<file path="src/rtl/fft_stage_sequencer.sv">
// fft_stage_sequencer
//   Frame sequencer for one butterfly stage of the 16-lane parallel FFT.
//   It frames incoming beats into frames of BEATS beats. It drives the stage
//   valid and the twiddle index, and regenerates the output enable, SOF and
//   EOF LAT cycles after each accepted beat. It also flags framing errors and
//   counts completed frames.
// Ports
//   clk, rstn    clock (rising edge), asynchronous active-low reset
//   din_valid    upstream beat valid, no backpressure
//   din_sof      first beat of frame, qualified by din_valid
//   bf_valid     combinational: beat accepted into the butterfly stage
//   tw_idx       twiddle select, beat index mod 2^TW_W, one cycle after accept
//   bf_o_en      stage output valid, LAT cycles after accept
//   dout_sof     with bf_o_en: output beat 0
//   dout_eof     with bf_o_en: output beat BEATS-1
//   frame_done   one-cycle pulse after the EOF beat is output
//   frame_cnt    completed-frame counter, wraps
//   busy         input frame open or any tag in flight
//   err_sof      one-cycle pulse, SOF protocol violation
//   err_gap      one-cycle pulse, din_valid dropped mid-frame
module fft_stage_sequencer #(
    parameter int unsigned BEATS  = 32,
    parameter int unsigned LAT    = 2,
    parameter int unsigned TW_W   = 2,
    parameter int unsigned FCNT_W = 8
) (
    input  logic              clk,
    input  logic              rstn,
    input  logic              din_valid,
    input  logic              din_sof,
    output logic              bf_valid,
    output logic [TW_W-1:0]   tw_idx,
    output logic              bf_o_en,
    output logic              dout_sof,
    output logic              dout_eof,
    output logic              frame_done,
    output logic [FCNT_W-1:0] frame_cnt,
    output logic              busy,
    output logic              err_sof,
    output logic              err_gap
);

    localparam int unsigned CNT_W = $clog2(BEATS);
    localparam logic [CNT_W-1:0] LAST_BEAT = CNT_W'(BEATS - 1);

    typedef enum logic {
        IDLE = 1'b0,
        RUN  = 1'b1
    } state_t;

    typedef struct packed {
        logic valid;
        logic sof;
        logic eof;
    } tag_t;

    state_t           state;
    state_t           state_nx;
    logic [CNT_W-1:0] in_cnt;
    logic [CNT_W-1:0] in_cnt_nx;
    logic [CNT_W-1:0] beat_idx;
    tag_t             tags    [LAT];
    tag_t             tags_nx [LAT];

    logic sof_beat;
    logic run_beat;
    logic last_beat;
    logic abort;
    logic sof_err;
    logic gap_err;
    logic done_now;
    logic busy_nx;

    // Beat decode, next input state and next tag pipeline contents.
    always_comb begin
        sof_beat  = din_valid & din_sof;
        run_beat  = din_valid & ~din_sof & (state == RUN);
        last_beat = run_beat & (in_cnt == LAST_BEAT);
        abort     = (state == RUN) & (~din_valid | din_sof);
        sof_err   = din_valid & ((state == RUN) ? din_sof : ~din_sof);
        gap_err   = (state == RUN) & ~din_valid;
        bf_valid  = sof_beat | run_beat;
        beat_idx  = sof_beat ? '0 : in_cnt;
        done_now  = tags[LAT-1].valid & tags[LAT-1].eof;

        state_nx  = state;
        in_cnt_nx = in_cnt;
        if (sof_beat) begin
            state_nx  = RUN;
            in_cnt_nx = CNT_W'(1);
        end else if (run_beat) begin
            if (last_beat) begin
                state_nx  = IDLE;
                in_cnt_nx = '0;
            end else begin
                in_cnt_nx = in_cnt + CNT_W'(1);
            end
        end else if (gap_err) begin
            state_nx  = IDLE;
            in_cnt_nx = '0;
        end

        tags_nx[0].valid = bf_valid;
        tags_nx[0].sof   = sof_beat;
        tags_nx[0].eof   = last_beat;
        // Inside a frame beats arrive every cycle, so the aborted frame
        // occupies exactly the in_cnt youngest stages; after the shift
        // those are stages 1..in_cnt. Older frames keep draining.
        for (int unsigned i = 1; i < LAT; i++) begin
            tags_nx[i] = tags[i-1];
            if (abort && (i <= 32'(in_cnt))) begin
                tags_nx[i] = '0;
            end
        end

        busy_nx = (state_nx == RUN);
        for (int unsigned i = 0; i < LAT; i++) begin
            busy_nx = busy_nx | tags_nx[i].valid;
        end
    end

    // State, counters, tag pipeline and registered outputs.
    always_ff @(posedge clk or negedge rstn) begin
        if (!rstn) begin
            state      <= IDLE;
            in_cnt     <= '0;
            tw_idx     <= '0;
            frame_done <= 1'b0;
            frame_cnt  <= '0;
            busy       <= 1'b0;
            err_sof    <= 1'b0;
            err_gap    <= 1'b0;
            for (int unsigned i = 0; i < LAT; i++) begin
                tags[i] <= '0;
            end
        end else begin
            state      <= state_nx;
            in_cnt     <= in_cnt_nx;
            frame_done <= done_now;
            busy       <= busy_nx;
            err_sof    <= sof_err;
            err_gap    <= gap_err;
            if (bf_valid) begin
                tw_idx <= TW_W'(beat_idx);
            end
            if (done_now) begin
                frame_cnt <= frame_cnt + FCNT_W'(1);
            end
            for (int unsigned i = 0; i < LAT; i++) begin
                tags[i] <= tags_nx[i];
            end
        end
    end

    assign bf_o_en  = tags[LAT-1].valid;
    assign dout_sof = tags[LAT-1].sof;
    assign dout_eof = tags[LAT-1].eof;

endmodule
</file>
<file path="config.mk">
export PLATFORM = sky130hd
export DESIGN_NAME = fft_stage_sequencer
export DESIGN_NICKNAME = d
export VERILOG_FILES = /design/src/rtl/fft_stage_sequencer.sv
export SDC_FILE = /design/constraint.sdc
export NUM_CORES = 1
export LEC_CHECK = 0
export ABC_AREA = 1
export BUFFER_PORTS_ARGS = -buffer_cell sky130_fd_sc_hd__buf_4
export CAP_MARGIN = 25
export CORE_ASPECT_RATIO = 1.4
export CORE_UTILIZATION = 55
export CTS_BUF_LIST = sky130_fd_sc_hd__clkbuf_4
export DETAILED_ROUTE_END_ITERATION = 10
export GPL_ROUTABILITY_DRIVEN = 0
export PLACE_DENSITY = 0.89
export SLEW_MARGIN = 20
export SYNTH_ARGS = -nofsm -noshare
export SYNTH_HDL_FRONTEND = slang
export SYNTH_SLANG_ARGS = --single-unit
</file>
<file path="constraint.sdc">
create_clock -name clk -period 3.5 [get_ports clk]
set_input_delay 0.35 -clock clk [delete_from_list [all_inputs] [get_ports clk]]
set_output_delay 0.35 -clock clk [all_outputs]
set_load 0.05 [all_outputs]
</file>
==> impl_metrics.ini <==
[outcome]
status = finished clean

[min_path]
hold_path_depth = 2
hold_path_class = input pin to flip-flop
min_from = din_valid
holdPathEnd = err_gap

[floorplanning]
pin_count = 22
die-area_mm2 = 0.00223
fp-row-count = 19
initial_core_util_pct = 57.7
dieWidth_um = 40.2
die_h_um = 55.5
core_area_mm2 = 0.00195

[critical_path]
worstSetupPathType = flip-flop to output pin
rr_endpoint = in_cnt[3]
path_max_fanout = 6
cp-start-kind = flip-flop
required_ps = 3150
arrival_ps = 1370
rrSetupSlack_ps = 2060
rr_worst_depth = 7
r2r-start = in_cnt[0]
crit_path_end_kind = output pin

[yosys]
yosysUniqueCellTypes = 19
synth_edf_count = 0
synth_seq_cells = 26
ys.flop_type = dfrtp_1
syn_inst = 120
async_reset_ff_share_pct = 100
synth_area_mm2 = 0.00112
syn_nets = 127
yosysSeqAreaShare_pct = 57.8
avgSynthCellArea_um2 = 9.37
ys_warn_count = 0

[timing]
period_share_pct = 49.0
fin_worst_skew_ps = 7.93
setup_ws_ps = 1780
slew_violations = 0
hold_violations = 0
worst_slew_pin_slew_ps = 315
period_needed_ps = 1720
rsz0062_at_grt = no
final.setup.tns_ps = 0
max_freq_mhz = 583
setup_viol = 0
slew_headroom_pct = 79.0

[clock_tree]
clock_latency_ps = 310
cts.clk_slew.worst_paths_ps = 120
numCtsBuffers = 3
hold_buffers = 1
cts_tree = done
numClockSinks = 26
clock_path_buffers = 2
cts_resized = 0
post_cts_buffers = 0
htreeDepth = 1
root_buffer = clkbuf_4

[global_routing]
grt_pass1_wl_um = 2970
grt_max_degree = 27
grt_use_total_pct = 19.4
gr-total-overflow = 0
antenna_found_initial = 0
grt_pass1_vias = 786

[cells_and_area]
drive_gt1_share_pct = 21.9
n_antenna_cell = 0
seq_area_um2 = 651
syn_to_final_growth_pct = 19.6
final_cell_mix = dfrtp_1, nand2_1, inv_1, buf_4, nor2_1
nets = 154
multi_input_area_um2 = 384
fillerInstances = 158
final_common_cell = dfrtp_1

[place]
dp_hpwl_um = 1530
port_buffers = 21
preCtsSetupSlack_ps = 2010

[power]
peakVddDrop_uv = 263
p_leak_uw = 0.000764
power.density_mw_per_mm2 = 382
power_uw = 514

[route]
drt_iter0_markers = 7
vias = 858
via_per_inst = 5.14
drtPass1Iterations = 4
ant_nets = 0
wl_per_cell_um = 11.8
drc = 0
wl_um = 1970

[job]
maxCapViolations = 0
==> power by group <==
group | leakage (uW) | internal (uW) | switching, uW
registers | 0.000350 | 312 | 8.27
logic | 0.000399 | 20.9 | 52.3
clock network | 0.0000154 | 41.6 | 79.5
total | 0.000764 | 374 | 140
==> how the worst max path moves through the flow <==
stage | from | end | slack [ps] | cells past startpoint
finish | state | bf_valid | 1780 | 5
global placement | din_valid | bf_valid | 2040 | 6
floorplan | frame_cnt[0] | frame_cnt[6] | 2060 | 6
global route | state | bf_valid | 1720 | 5
detailed placement | din_sof | bf_valid | 2010 | 7
CTS | state | bf_valid | 1790 | 5
==> worst max-delay path: stages (launching register included) <==
cell and delay (ps):
dfrtp_1 440, nand2_2 130, nor2_8 50, nor2_2 160, inv_1 80, buf_4 190
==> through the flow <==
stage                     hold slack, ps  cells  instance area (um^2)  utilization [%]
after floorplan                     54.4    120                  1120                -
after detailed placement             273    162                  1310             67.1
after CTS                            209    167                  1350             69.0
final                                225    167                  1350             69.0
after global routing                 204    167                  1350             69.0
after global placement               266    162                  1310             67.1
==> metal layers <==
metal	routed length, um	part of all wire, %	vias to the layer above	GRT usage [%]
met1	787	40	413	18.8
met5	0	0	-	0
met2	1100	56	19	36.4
met4	12	0.61	0	8.57
met3	71	3.6	2	2.41
li1	-	-	424	-
==> area by class of cell <==
type / count / share of cell area [%]
multi-input cells: 70 / 28.6
clock inverters: 1 / 0.279
repair buffers: 22 / 12.5
clock buffers: 3 / 1.67
flip-flops and latches: 26 / 48.4
well taps: 21 / 1.95
inverters: 24 / 6.70
==> flip-flops by register name (all words and copies together) (netlist names), 2 cells and up <==
| signal | cells |
|---|---|
| frame_cnt | 8 |
| tags | 3 |
| in_cnt | 5 |
| tw_idx | 2 |
==> synthesized netlist by cell type, types with 3 or more instances <==
cell type	count	area share [%]
xor2_1	4	3.1
nand2_2	3	1.7
nor2_1	10	3.3
o21ai_0	3	1.3
dfrtp_1	26	58
nand3_1	6	2.7
inv_1	23	7.7
o21ai_1	3	1.3
nand2_1	24	8.0
ha_1	3	3.3
a21oi_1	5	2.2
nand4_1	3	1.7
==> logic make-up after synthesis <==
group / Yosys count / share of synthesized area, %
buffers and inverters: 24 / 8.01
AOI/OAI and AO/OA: 12 / 5.67
adders and majority gates: 3 / 3.34
xor gates and xnor gates: 5 / 3.89
DFF: 26 / 57.8
and+or+nand+nor: 50 / 21.2
Note: power is estimated with default switching activity, not from simulation.
